<file path="config.mk">
export PLATFORM = sky130hd
export DESIGN_NAME = vector_sequencer
export DESIGN_NICKNAME = d
export VERILOG_FILES = /design/src/rtl/vec_seq_pkg.sv /design/src/rtl/vector_sequencer_arg_fetch.sv /design/src/rtl/vector_sequencer.sv
export SDC_FILE = /design/constraint.sdc
export NUM_CORES = 1
export LEC_CHECK = 0
export ABC_AREA = 1
export CAP_MARGIN = 20
export CORE_MARGIN = 2
export CORE_UTILIZATION = 49
export CTS_CLUSTER_DIAMETER = 120
export CTS_CLUSTER_SIZE = 40
export DETAILED_ROUTE_END_ITERATION = 7
export PLACE_DENSITY = 0.76
export SLEW_MARGIN = 20
export SYNTH_ARGS = -nofsm -noshare
export SYNTH_HDL_FRONTEND = slang
export SYNTH_SLANG_ARGS = --single-unit
export TNS_END_PERCENT = 5
</file>
<file path="constraint.sdc">
create_clock -name clk -period 1.95 [get_ports clk]
set_clock_uncertainty 0.2 [all_clocks]
set_input_delay 0.39 -clock clk [delete_from_list [all_inputs] [get_ports clk]]
set_output_delay 0.39 -clock clk [all_outputs]
set_load 0.005 [all_outputs]
</file>
<file path="src/rtl/vec_seq_pkg.sv">
// Shared opcodes, state/primitive encodings, argument-count table and clip limits
// for the vector sequencer.
package vec_seq_pkg;

   localparam logic [7:0] OP_SET_PAL   = 8'h10;
   localparam logic [7:0] OP_MOVE      = 8'h11;
   localparam logic [7:0] OP_LINE      = 8'h13;
   localparam logic [7:0] OP_QUAD      = 8'h14;
   localparam logic [7:0] OP_CUBIC     = 8'h15;
   localparam logic [7:0] OP_SET_COLOR = 8'h18;
   localparam logic [7:0] OP_SHOW      = 8'h19;

   localparam logic [15:0] X_MAX = 16'd639;
   localparam logic [15:0] Y_MAX = 16'd399;

   localparam int MAX_ARGS = 12;

   typedef enum logic [2:0] {
      ST_IDLE,
      ST_FETCH_OP,
      ST_FETCH_ARG,
      ST_ISSUE,
      ST_WAIT_DRAW,
      ST_DONE,
      ST_ERROR
   } state_e;

   typedef enum logic [1:0] {
      PT_LINE  = 2'd0,
      PT_QUAD  = 2'd1,
      PT_CUBIC = 2'd2
   } prim_type_e;

   // Argument bytes following each opcode; zero for SHOW and for undefined codes.
   function automatic logic [3:0] arg_count(input logic [7:0] op);
      case (op)
         OP_SET_PAL, OP_MOVE, OP_LINE: arg_count = 4'd4;
         OP_QUAD:                      arg_count = 4'd8;
         OP_CUBIC:                     arg_count = 4'd12;
         OP_SET_COLOR:                 arg_count = 4'd1;
         default:                      arg_count = 4'd0;
      endcase
   endfunction

   function automatic logic op_valid(input logic [7:0] op);
      case (op)
         OP_SET_PAL, OP_MOVE, OP_LINE, OP_QUAD,
         OP_CUBIC, OP_SET_COLOR, OP_SHOW: op_valid = 1'b1;
         default:                         op_valid = 1'b0;
      endcase
   endfunction

   function automatic logic [15:0] clamp16(input logic [15:0] v, input logic [15:0] lim);
      clamp16 = (v > lim) ? lim : v;
   endfunction

endpackage

</file>
<file path="src/rtl/vector_sequencer_arg_fetch.sv">
// vec_arg_fetch: collects argument bytes by position and splits them into points,
// palette index and YCC triple. Coordinates are clamped when VEC_SEQ_CLIP_EN is defined.
module vec_arg_fetch
   import vec_seq_pkg::*;
#(
   parameter int X_W    = 10,
   parameter int Y_W    = 9,
   parameter int PAL_AW = 4
) (
   input  logic                clk,
   input  logic                reset_n,
   input  logic                clear,
   input  logic                byte_valid,
   input  logic [7:0]          byte_data,
   output logic [3:0]          rcv_cnt,
   output logic [3*X_W-1:0]    pt_x,
   output logic [3*Y_W-1:0]    pt_y,
   output logic [PAL_AW-1:0]   idx,
   output logic [23:0]         ycc
);

   logic [3:0] rcv_cnt_reg;
   logic [7:0] byte_reg [MAX_ARGS];

   always_ff @(posedge clk) begin
      if (!reset_n) begin
         rcv_cnt_reg <= 4'd0;
         for (int i = 0; i < MAX_ARGS; i++) byte_reg[i] <= 8'h00;
      end else if (clear) begin
         rcv_cnt_reg <= 4'd0;
      end else if (byte_valid && (rcv_cnt_reg < 4'(MAX_ARGS))) begin
         byte_reg[rcv_cnt_reg] <= byte_data;
         rcv_cnt_reg           <= rcv_cnt_reg + 4'd1;
      end
   end

   assign rcv_cnt = rcv_cnt_reg;
   assign idx     = PAL_AW'(byte_reg[0]);
   assign ycc     = {byte_reg[1], byte_reg[2], byte_reg[3]};

   // Point gi occupies bytes 4gi..4gi+3 as big-endian x then y.
   generate
      for (genvar gi = 0; gi < 3; gi++) begin : g_point
         logic [15:0] raw_x, raw_y, cx, cy;
         assign raw_x = {byte_reg[4*gi],   byte_reg[4*gi+1]};
         assign raw_y = {byte_reg[4*gi+2], byte_reg[4*gi+3]};
`ifdef VEC_SEQ_CLIP_EN
         assign cx = clamp16(raw_x, X_MAX);
         assign cy = clamp16(raw_y, Y_MAX);
`else
         assign cx = raw_x;
         assign cy = raw_y;
`endif
         assign pt_x[gi*X_W +: X_W] = X_W'(cx);
         assign pt_y[gi*Y_W +: Y_W] = Y_W'(cy);
      end
   endgenerate

endmodule

</file>
<file path="src/rtl/vector_sequencer.sv">
// Byte-code vector sequencer: fetches opcodes/arguments from program memory and issues
// line/quad/cubic primitives and palette writes. Optional clamp: VEC_SEQ_CLIP_EN.
module vector_sequencer
   import vec_seq_pkg::*;
#(
   parameter int X_W     = 10,
   parameter int Y_W     = 9,
   parameter int PROG_AW = 10,
   parameter int PAL_AW  = 4
) (
   input  logic                clk,
   input  logic                reset_n,
   input  logic                start,
   input  logic                abort,
   output logic                busy,
   output logic                done,
   output logic                err,
   output logic [PROG_AW-1:0]  prog_addr,
   output logic                prog_rd,
   input  logic [7:0]          prog_data,
   output logic                prim_valid,
   input  logic                prim_ready,
   output logic [1:0]          prim_type,
   output logic [4*X_W-1:0]    prim_x,
   output logic [4*Y_W-1:0]    prim_y,
   output logic [PAL_AW-1:0]   color_o,
   input  logic                draw_done,
   output logic                pal_we,
   output logic [PAL_AW-1:0]   pal_idx,
   output logic [23:0]         pal_ycc
);

   localparam logic [PROG_AW-1:0] PC_LAST = '1;

   state_e              state_reg, state_next;
   logic [PROG_AW-1:0]  pc_reg;
   logic [7:0]          op_reg;
   logic [3:0]          arg_cnt_reg, iss_cnt_reg;
   logic                rd_valid_reg;
   logic [X_W-1:0]      cur_x_reg;
   logic [Y_W-1:0]      cur_y_reg;
   logic [PAL_AW-1:0]   color_reg;
   logic [4*X_W-1:0]    prim_x_reg;
   logic [4*Y_W-1:0]    prim_y_reg;
   prim_type_e          prim_type_reg;
   logic                pal_we_reg;
   logic [PAL_AW-1:0]   pal_idx_reg;
   logic [23:0]         pal_ycc_reg;
   logic                done_reg, err_reg;

   logic                rd_req, latch_op, exec, restart;
   logic [3:0]          fa_cnt;
   logic [3*X_W-1:0]    fa_x;
   logic [3*Y_W-1:0]    fa_y;
   logic [PAL_AW-1:0]   fa_idx;
   logic [23:0]         fa_ycc;

   vec_arg_fetch #(.X_W(X_W), .Y_W(Y_W), .PAL_AW(PAL_AW)) u_arg_fetch (
      .clk        (clk),
      .reset_n    (reset_n),
      .clear      (latch_op),
      .byte_valid (rd_valid_reg && (state_reg == ST_FETCH_ARG)),
      .byte_data  (prog_data),
      .rcv_cnt    (fa_cnt),
      .pt_x       (fa_x),
      .pt_y       (fa_y),
      .idx        (fa_idx),
      .ycc        (fa_ycc)
   );

   always_comb begin
      state_next = state_reg;
      rd_req     = 1'b0;
      latch_op   = 1'b0;
      exec       = 1'b0;
      restart    = 1'b0;
      case (state_reg)
         ST_IDLE, ST_DONE, ST_ERROR: begin
            if (start) begin
               state_next = ST_FETCH_OP;
               restart    = 1'b1;
            end
         end
         ST_FETCH_OP: begin
            // First cycle issues the read, second cycle decodes the returned opcode.
            if (rd_valid_reg) begin
               latch_op = 1'b1;
               if (!op_valid(prog_data))              state_next = ST_ERROR;
               else if (arg_count(prog_data) == 4'd0) state_next = ST_DONE;
               else                                   state_next = ST_FETCH_ARG;
            end else if (pc_reg == PC_LAST) begin
               state_next = ST_ERROR;
            end else begin
               rd_req = 1'b1;
            end
         end
         ST_FETCH_ARG: begin
            if (fa_cnt == arg_cnt_reg) begin
               exec = 1'b1;
               if (op_reg == OP_LINE || op_reg == OP_QUAD || op_reg == OP_CUBIC)
                  state_next = ST_ISSUE;
               else
                  state_next = ST_FETCH_OP;
            end else if (iss_cnt_reg != arg_cnt_reg) begin
               if (pc_reg == PC_LAST) state_next = ST_ERROR;
               else                   rd_req = 1'b1;
            end
         end
         ST_ISSUE:     if (prim_ready) state_next = ST_WAIT_DRAW;
         ST_WAIT_DRAW: if (draw_done)  state_next = ST_FETCH_OP;
         default:      state_next = ST_IDLE;
      endcase
      if (abort) begin
         state_next = ST_IDLE;
         rd_req     = 1'b0;
         latch_op   = 1'b0;
         exec       = 1'b0;
         restart    = 1'b0;
      end
   end

   always_ff @(posedge clk) begin
      if (!reset_n) begin
         state_reg     <= ST_IDLE;
         pc_reg        <= '0;
         op_reg        <= 8'h00;
         arg_cnt_reg   <= 4'd0;
         iss_cnt_reg   <= 4'd0;
         rd_valid_reg  <= 1'b0;
         cur_x_reg     <= '0;
         cur_y_reg     <= '0;
         color_reg     <= '0;
         prim_x_reg    <= '0;
         prim_y_reg    <= '0;
         prim_type_reg <= PT_LINE;
         pal_we_reg    <= 1'b0;
         pal_idx_reg   <= '0;
         pal_ycc_reg   <= 24'h0;
         done_reg      <= 1'b0;
         err_reg       <= 1'b0;
      end else begin
         state_reg    <= state_next;
         rd_valid_reg <= rd_req;
         pal_we_reg   <= 1'b0;
         if (restart) begin
            pc_reg   <= '0;
            done_reg <= 1'b0;
            err_reg  <= 1'b0;
         end
         if (rd_req) begin
            pc_reg <= pc_reg + 1'b1;
            if (state_reg == ST_FETCH_ARG) iss_cnt_reg <= iss_cnt_reg + 4'd1;
         end
         if (latch_op) begin
            op_reg      <= prog_data;
            arg_cnt_reg <= arg_count(prog_data);
            iss_cnt_reg <= 4'd0;
         end
         if (state_next == ST_DONE)  done_reg <= 1'b1;
         if (state_next == ST_ERROR) err_reg  <= 1'b1;
         if (exec) begin
            // Point 0 of every primitive is the current pen position.
            case (op_reg)
               OP_SET_PAL: begin
                  pal_we_reg  <= 1'b1;
                  pal_idx_reg <= fa_idx;
                  pal_ycc_reg <= fa_ycc;
               end
               OP_MOVE: begin
                  cur_x_reg <= fa_x[X_W-1:0];
                  cur_y_reg <= fa_y[Y_W-1:0];
               end
               OP_SET_COLOR: color_reg <= fa_idx;
               OP_LINE: begin
                  prim_type_reg <= PT_LINE;
                  prim_x_reg    <= {{(2*X_W){1'b0}}, fa_x[X_W-1:0], cur_x_reg};
                  prim_y_reg    <= {{(2*Y_W){1'b0}}, fa_y[Y_W-1:0], cur_y_reg};
               end
               OP_QUAD: begin
                  prim_type_reg <= PT_QUAD;
                  prim_x_reg    <= {{X_W{1'b0}}, fa_x[2*X_W-1:0], cur_x_reg};
                  prim_y_reg    <= {{Y_W{1'b0}}, fa_y[2*Y_W-1:0], cur_y_reg};
               end
               OP_CUBIC: begin
                  prim_type_reg <= PT_CUBIC;
                  prim_x_reg    <= {fa_x, cur_x_reg};
                  prim_y_reg    <= {fa_y, cur_y_reg};
               end
               default: ;
            endcase
         end
         if (state_reg == ST_WAIT_DRAW && draw_done && !abort) begin
            case (prim_type_reg)
               PT_LINE: begin
                  cur_x_reg <= prim_x_reg[X_W +: X_W];
                  cur_y_reg <= prim_y_reg[Y_W +: Y_W];
               end
               PT_QUAD: begin
                  cur_x_reg <= prim_x_reg[2*X_W +: X_W];
                  cur_y_reg <= prim_y_reg[2*Y_W +: Y_W];
               end
               default: begin
                  cur_x_reg <= prim_x_reg[3*X_W +: X_W];
                  cur_y_reg <= prim_y_reg[3*Y_W +: Y_W];
               end
            endcase
         end
      end
   end

   assign busy       = (state_reg == ST_FETCH_OP) || (state_reg == ST_FETCH_ARG) ||
                       (state_reg == ST_ISSUE)    || (state_reg == ST_WAIT_DRAW);
   assign done       = done_reg;
   assign err        = err_reg;
   assign prog_addr  = pc_reg;
   assign prog_rd    = rd_req;
   assign prim_valid = (state_reg == ST_ISSUE);
   assign prim_type  = prim_type_reg;
   assign prim_x     = prim_x_reg;
   assign prim_y     = prim_y_reg;
   assign color_o    = color_reg;
   assign pal_we     = pal_we_reg;
   assign pal_idx    = pal_idx_reg;
   assign pal_ycc    = pal_ycc_reg;

endmodule

</file>
==> results of run 1 <==
==> worst max path at each step <==
stage	endpoint	start	slack [ns]
5_1_grt	prog_rd	u_arg_fetch.rcv_cnt[0]$_SDFFE_PP0P_	-0.36
4_1_cts	prog_rd	arg_cnt_reg[3]$_SDFFE_PN0P_	-0.29
3_5_place_dp	prim_x[0]$_SDFFE_PN0P_	abort	-0.43
2_1_floorplan	u_arg_fetch.byte_reg[1][0]$_SDFFCE_PN0P_	state_reg[0]$_SDFF_PN0_	-0.006
3_3_place_gp	prog_rd	abort	-0.41
6_report	prog_rd	arg_cnt_reg[0]$_SDFFE_PN0P_	-0.27
==> metal layers <==
layer | share of wire | wire [um]
met1 | 0.39 | 11100
met2 | 0.50 | 14000
met3 | 0.077 | 2180
met4 | 0.033 | 920
met5 | 0 | 0
==> through the flow <==
step	hold WS [ns]	setup slack [ns]	std cells	utilization
floorplan	0.229	-0.00641	1176	-
CTS	0.244	-0.288	1660	0.664
global placement	0.245	-0.412	1629	0.626
finish	0.270	-0.265	1664	0.684
global route	0.270	-0.357	1664	0.684
detailed placement	0.253	-0.434	1629	0.626
==> repair_timing <==
item                                    4_1_cts  5_1_grt
hold buffers                                  0        0
gates cloned                                  6        0
endpoints found under the setup margin      237      344
setup buffers                                12        4
gates resized for setup                     185      182
pin swaps                                    10       17
==> kinds of logic after synthesis <==
logic type      share of synthesized area
flops                               0.539
xor+xnor                          0.00179
buf+inv                            0.0772
simple gates                        0.240
compound gates                      0.134
fa+ha+maj                         0.00766
==> synthesized netlist by cell type (2+ instances only) <==
master    instances  area [sq um]
clkbuf_2          2          10.0
nand2_4           3          33.8
o21ai_1           5          25.0
xor2_1            2          17.5
nor4_1            3          18.8
nand2_2           2          12.5
o22ai_1           7          43.8
o31ai_1           3          22.5
edfxtp_1         66          1980
ha_1              6          75.1
buf_2            17          85.1
a21oi_1         109           546
clkbuf_1         30           113
o211a_1          19           190
inv_2             7          26.3
nand3_1          60           300
nand4_1          14          87.6
nor3_1            7          35.0
dfxtp_1         165          3300
nand2_1         254           953
nor2_1          163           612
buf_4             4          30.0
nor2_2            2          12.5
clkinv_1          4          15.0
nand3_4           7           123
o211ai_1          2          15.0
nand3_2          11           110
buf_6             9           101
inv_1            89           334
clkinv_2          2          10.0
o21ai_0          86           430
or2_2             3          18.8
==> layout by cell type, fill, tap and decap left out, types with 19 or more instances in the layout <==
| cell | count |
|---|---|
| nand2_1 | 233 |
| nor2_1 | 156 |
| dfxtp_2 | 122 |
| a21oi_1 | 103 |
| buf_4 | 100 |
| inv_1 | 82 |
| edfxtp_1 | 66 |
| nand3_1 | 55 |
| dlymetal6s2s_1 | 51 |
| o21ai_0 | 49 |
| clkdlybuf4s50_1 | 42 |
| dlygate4sd2_1 | 42 |
| dfxtp_1 | 39 |
| o21ai_1 | 37 |
| o211a_1 | 19 |
==> power by group <==
group          internal, mW  leakage [nW]  switching, mW
Sequential             4.97          2.05         0.0354
Combinational         0.111          3.98          0.211
Clock                 0.882         0.121           1.44
==> final cells by class <==
| cell class | count | area [sq um] |
|---|---|---|
| clock buffers | 12 | 236 |
| clock inverters | 1 | 11.3 |
| fillers | 1539 | 6180 |
| inverters | 103 | 424 |
| multi-input cells | 778 | 4050 |
| flip-flops and latches | 231 | 5450 |
| well taps | 265 | 332 |
| repair buffers | 274 | 2840 |
==> critical path, stage by stage, from the launching register on <==
cell and delay [ns]:
dfxtp_2 0.39, inv_1 0.06, nand2_1 0.05, nand2_1 0.06, nor2_2 0.11, nand2_2 0.08
nand3_2 0.09, o31ai_4 0.08, nand2_1 0.09, inv_1 0.04, buf_2 0.11
==> out/results.ini, run 1 <==
[hold_path]
hold_path_depth=2
timing.hold.worst.start=pal_ycc[19]$_SDFFE_PN0P_
min_to=pal_ycc[19]$_SDFFE_PN0P_
hold_class=reg -> reg

[critical_path]
reg2reg_path_depth=10
worstPathRequired_ns=1.36
cp.arrival_ns=1.63
timing.critical_path.to_type=output port
crit_path_max_fanout=4
critPathLaunchType=flip-flop
regToRegEndpoint=cur_x_reg[1]$_SDFFE_PN0P_
timing.reg2reg.setup_slack_ns=-0.14
critical_path_class=reg -> out
crit-reg2reg-launch=state_reg[2]$_SDFF_PN0_

[global_route]
groute.layer.met2.usage=0.436
global_route.usage.met1=0.325
grt_first_pass_wirelength_um=43400
grt_met3_usage=0.0339
globalRouteTotalUtil=0.251
grt_max_degree=81
top_usage_layer=met2
number_of_antenna_violations_at_the_first_check_in_global_routing=0
global_route.overflow_total=0
grt_pass1_vias=8322

[layout]
final_area_sq_um=13300
area.growth.synth_to_final_pct=36.1
drive_above_1_share=0.267
finalNetCount=1417
largest_register_ffs=66
antenna_cells=0

[floorplanning]
floorplan.die.height_um=145
core_area_sq_um=19500
floorplan.die.width_um=145
num_rows=51
dieArea_sq_um=21200
design.portCount=140
start_util=0.502

[clock_tree]
clkTransAtPathRegs_ns=0.14
cts_tree=done
cts_max_level=1
cts.root.buffer_cell=clkbuf_16
tritoncts.num_buffers=9
ctsLongestPathBuffers=3
numClockSinks=231
worstSkewPairLatency_ns=0.48

[routing]
drcViolationCount=0
viasPerCell=5.36
total_number_of_vias=8912
first_pass_iters=5
wl_per_cell_um=16.9
route.final.wire_length_um=28200
detail_route.iter0.violations=868
final_antenna_net_count=0

[power]
post-layout-total-power_mw=7.65
leakagePower_nw=6.16
power-per-cell-area_nw_per_um2=573
vdd_ir_drop_max_v=0.000504

[synth]
synth_fp_nets=1196
synth_enable_flop_cells=66
sequential_element_share_of_the_synthesized_area=0.539
synth_warnings=0
ys_ff_latch=231
synth_ff_type=dfxtp_1
gate_count_post_synth=1176
synth_area_per_cell_sq_um=8.34
asyncSetResetFlopFracSynth=0
yosysUniqueCellTypes=45
synthesized_area_sq_um=9810

[sta]
layout_min_cycle_time_ns=2.22
number_of_hold_violations_in_the_final_report=0
tightestPinTransition_ns=0.436
final.setup.worst_slack_ns=-0.265
setup_repair_after_global_routing_missed_its_margin=true
maxClockFrequency_mhz=451
drv_slew=0
timing.final.setup_violations=48
timing.slew.headroom=0.706
layout_worst_path_cycle_share=1.14
setup_total_negative_slack_ns=-3.46

[placement]
detailed_place_hpwl_um=19200
post_dp_cell_area_sq_um=12200
buffer_ports.inserted=139
gp_congestion=0.865

[outcome]
violations_in_the_final_reports=negative setup slack
outcome=complete, but fails checks

[flow_run]
maximum_capacitance_violations=0

Power figures use the tool's default switching activity.
==> inputs of run 2 (changes only) <==
PLACE_DENSITY = 0.86   (was 0.76)
SKIP_CTS_REPAIR_TIMING = 1   (was unset)
SLEW_MARGIN = unset   (was 20)
==> run 2 against run 1 <==
The flow still finishes with violations (negative setup slack); total power fell by 0.16%; critical path depth did not move; routed wire length rose by 5.7%; global-route usage fell by 0.97 points; utilization fell by 0.070 points; sequential share of layout area rose by 0.27 points; setup slack got worse by 0.075 ns; non-clock buffer count fell by 10; via count rose by 4.5%; combinational power rose by 2%; register-to-register slack improved by 0.03 ns; largest power group unchanged.
==> out/results.ini, run 2 (synthesis results as in run 1) <==
[layout]
antenna_cells=0
num-fill-cells=1392
seq_area_sq_um=5480
drive_above_1_share=0.274
area.growth.synth_to_final_pct=36.0
postLayoutCoreUtil=0.683
multiInputGateArea_sq_um=4120
largest_register_ffs=66
layout.cells.most_common=nand2_1
commonest_non_fill_non_tap_cells_in_the_layout=234 x nand2_1, 152 x nor2_1, 113 x dfxtp_2, 98 x a21oi_1, 98 x buf_4
finalNetCount=1407
final_area_sq_um=13300

[outcome]
outcome=complete, but fails checks
violations_in_the_final_reports=negative setup slack

[placement]
detailed_place_hpwl_um=19200
buffer_ports.inserted=139
gp_congestion=0.907
post_dp_cell_area_sq_um=12100

[critical_path]
cp.arrival_ns=1.70
worst_setup_sp=arg_cnt_reg[3]$_SDFFE_PN0P_
critical_path_class=reg -> out
worstPathRequired_ns=1.36
crit-reg2reg-launch=state_reg[2]$_SDFF_PN0_
crit_path_max_fanout=4
timing.critical_path.to_type=output port
critPathLaunchType=flip-flop

[flow_run]
maximum_capacitance_violations=0

[clock_tree]
cts_max_level=1
numClockSinks=231
worstSkewPairLatency_ns=0.49
cts_tree=done
clkTransAtPathRegs_ns=0.14
cts.root.buffer_cell=clkbuf_16
ctsLongestPathBuffers=3
tritoncts.num_buffers=9

[hold_path]
timing.hold.worst.start=reset_n
hold_class=in -> reg

[sta]
drv_slew=0
timing.slew.headroom=0.598
final.setup.worst_slack_ns=-0.340
layout_worst_path_cycle_share=1.17
setup_repair_after_global_routing_missed_its_margin=true
timing.final.setup_violations=62
tightestPinTransition_ns=0.603
layout_min_cycle_time_ns=2.29
maxClockFrequency_mhz=437
setup_total_negative_slack_ns=-2.52
number_of_hold_violations_in_the_final_report=0

[global_route]
grt_pass1_vias=8326
global_route.overflow_total=0
globalRouteTotalUtil=0.241
grt_first_pass_wirelength_um=42000
number_of_antenna_violations_at_the_first_check_in_global_routing=0
grt_max_degree=81

[floorplanning]
num_rows=51
floorplan.die.width_um=145
floorplan.die.height_um=145
core_area_sq_um=19500
design.portCount=140
dieArea_sq_um=21200
start_util=0.502

[routing]
drcViolationCount=0
final_antenna_net_count=0
detail_route.iter0.violations=925
first_pass_iters=5
route.final.wire_length_um=29800
total_number_of_vias=9315
wl_per_cell_um=18.0
viasPerCell=5.63

[power]
vdd_ir_drop_max_v=0.000535
leakagePower_nw=6.35
power-per-cell-area_nw_per_um2=573

[run 2: cell type report]
type,instances,share of cell area
flip-flops and latches,231,0.411
multi-input cells,778,0.309
repair buffers,264,0.206
inverters,103,0.0310
well taps,265,0.0249
clock buffers,12,0.0177
clock inverters,1,0.000844
[run 2: final timing paths]
check,endpoint,slack (ns),cells after the start
worst max-delay path,prog_rd,-0.34,10
worst min-delay path,prog_addr[0]$_SDFFE_PN0P_,0.22,4
worst max register to register,cur_x_reg[2]$_SDFFE_PN0P_,-0.11,10
worst min register to register,op_reg[5]$_SDFFE_PN0P_,0.27,2
[run 2: where the power goes]
| part | switching [mW] | internal, mW |
|---|---|---|
| registers | 0.0390 | 4.96 |
| logic | 0.220 | 0.111 |
| clock network | 1.43 | 0.883 |
[run 2: metal layers]
| metal | vias to the layer above | routed length, um | track usage | part of all wire |
|---|---|---|---|---|
| met2 | 540 | 14700 | 0.421 | 0.49 |
| met4 | 0 | 1700 | 0.105 | 0.057 |
| met1 | 4353 | 11000 | 0.301 | 0.37 |
| met3 | 114 | 2400 | 0.0313 | 0.081 |
| li1 | 4308 | - | - | - |
| met5 | - | 0 | 0 | 0 |
[run 2: per-stage QoR]
stage / hold WS (ns) / std cells / setup WS, ns / total power, mW
floorplan: 0.229 / 1176 / -0.00641 / 5.26
global placement: 0.245 / 1627 / -0.430 / 5.41
detailed placement: 0.253 / 1627 / -0.498 / 5.42
CTS: 0.205 / 1640 / -0.800 / 7.62
global route: 0.245 / 1654 / -0.434 / 7.82
finish: 0.223 / 1654 / -0.340 / 7.64
[run 2: worst max-delay path, cell delays in order (launching register included)]
cell      delay, ns
dfxtp_4        0.41
inv_4          0.04
nand2_2        0.06
nand2_2        0.07
nor2_4         0.12
nand2_2        0.09
nand3_2        0.10
o31ai_4        0.08
nand2_1        0.10
inv_1          0.05
clkbuf_2       0.10
==> inputs of run 3 (changes only) <==
CTS_CLUSTER_SIZE = 12   (was 40)
==> run 3 against run 2 <==
The run still ends with negative setup slack left; utilization increased by 2.2 points; combinational power about the same; routed wire length increased by 8.1%; hold slack got worse by 0.0015 ns; highest routed layer unchanged.
==> out/results.ini, run 3 (synthesis results as in run 1) <==
[global_route]
grt_first_pass_wirelength_um=43600
number_of_antenna_violations_at_the_first_check_in_global_routing=0
globalRouteTotalUtil=0.253
global_route.overflow_total=0
grt_max_degree=81
grt_pass1_vias=8680

[floorplanning]
floorplan.die.height_um=145
dieArea_sq_um=21200
design.portCount=140
core_area_sq_um=19500
start_util=0.502
floorplan.die.width_um=145
num_rows=51

[routing]
total_number_of_vias=9654
final_antenna_net_count=0
detail_route.iter0.violations=1005
route.final.wire_length_um=32200
first_pass_iters=6
drcViolationCount=0
viasPerCell=5.76
wl_per_cell_um=19.2

[clock_tree]
cts_max_level=1
cts.root.buffer_cell=clkbuf_16
worstSkewPairLatency_ns=0.54
tritoncts.num_buffers=23
clkTransAtPathRegs_ns=0.07
cts_tree=done
ctsLongestPathBuffers=3
numClockSinks=231

[placement]
gp_congestion=0.907
post_dp_cell_area_sq_um=12100
detailed_place_hpwl_um=19200
buffer_ports.inserted=139

[sta]
layout_min_cycle_time_ns=2.29
setup_total_negative_slack_ns=-2.61
drv_slew=0
layout_worst_path_cycle_share=1.18
final.setup.worst_slack_ns=-0.342
timing.slew.headroom=0.639
hold-worst-slack_ns=0.222
timing.final.setup_violations=33
maxClockFrequency_mhz=436
tightestPinTransition_ns=0.542
number_of_hold_violations_in_the_final_report=0
setup_repair_after_global_routing_missed_its_margin=true

[critical_path]
critPathLaunchType=flip-flop
crit_path_max_fanout=4
worstPathRequired_ns=1.36
timing.critical_path.to_type=output port
cp.arrival_ns=1.70
critical_path_class=reg -> out

[outcome]
outcome=complete, but fails checks
violations_in_the_final_reports=negative setup slack

[power]
vdd_ir_drop_max_v=0.000610
power-per-cell-area_nw_per_um2=686
leakagePower_nw=7.28

[layout]
layout.cells.most_common=nand2_1
final_area_sq_um=13800
antenna_cells=0
area.growth.synth_to_final_pct=40.3
drive_above_1_share=0.239
largest_register_ffs=66
finalNetCount=1419
commonest_non_fill_non_tap_cells_in_the_layout=235 x nand2_1, 152 x nor2_1, 118 x dlymetal6s2s_1, 101 x a21oi_1, 93 x buf_4
num-fill-cells=1285

[flow_run]
maximum_capacitance_violations=0

[hold_path]
hold_class=in -> reg

run 3: metrics by stage:
step | total power [mW] | std cells | util | worst slack [ns]
after floorplan | 5.26 | 1176 | - | -0.00641
after global placement | 5.41 | 1627 | 0.621 | -0.430
after detailed placement | 5.42 | 1627 | 0.621 | -0.498
after CTS | 9.40 | 1665 | 0.654 | -0.796
after global routing | 9.65 | 1677 | 0.705 | -0.431
final | 9.44 | 1677 | 0.705 | -0.342
run 3: final cells by class:
type	count	area, sq um	area share
Clock buffer	36	624	0.0454
Inverter	103	433	0.0315
Tap cell	265	332	0.0241
Multi-Input combinational cell	778	4080	0.296
Timing Repair Buffer	262	2850	0.207
Clock inverter	2	31.3	0.00227
Sequential cell	231	5420	0.393
run 3: routing by layer:
layer  GRT usage  vias up  part of all wire
met1       0.303     4575              0.35
met5           0        -                 0
met4       0.133        0             0.066
met2       0.436      594              0.49
met3      0.0448      146             0.092
li1            -     4339                 -
run 3: worst paths after layout:
kind / from / end / slack [ns] / cells after the start
min reg2reg: prim_x[7]$_SDFFE_PN0P_ / prim_x[7]$_SDFFE_PN0P_ / 0.26 / 2
max: arg_cnt_reg[3]$_SDFFE_PN0P_ / prog_rd / -0.34 / 10
min: reset_n / prim_x[16]$_SDFFE_PN0P_ / 0.22 / 4
max reg2reg: u_arg_fetch.rcv_cnt[3]$_SDFFE_PP0P_ / cur_x_reg[0]$_SDFFE_PN0P_ / -0.14 / 13
run 3: where the power goes:
part / internal [mW] / switching, mW / total, mW / leakage (nW)
clock: 2.21 / 1.89 / 4.10 / 0.315
sequential: 4.97 / 0.0410 / 5.01 / 2.03
combinational: 0.110 / 0.222 / 0.332 / 4.93
total: 7.29 / 2.15 / 9.44 / 7.28
run 3: critical path, stage by stage (launching register included):
cell and delay (ns):
dfxtp_4 0.38, inv_4 0.04, nand2_2 0.05, nand2_2 0.07, nor2_4 0.12, nand2_2 0.08
nand3_2 0.10, o31ai_4 0.08, nand2_1 0.10, inv_1 0.05, clkbuf_2 0.10
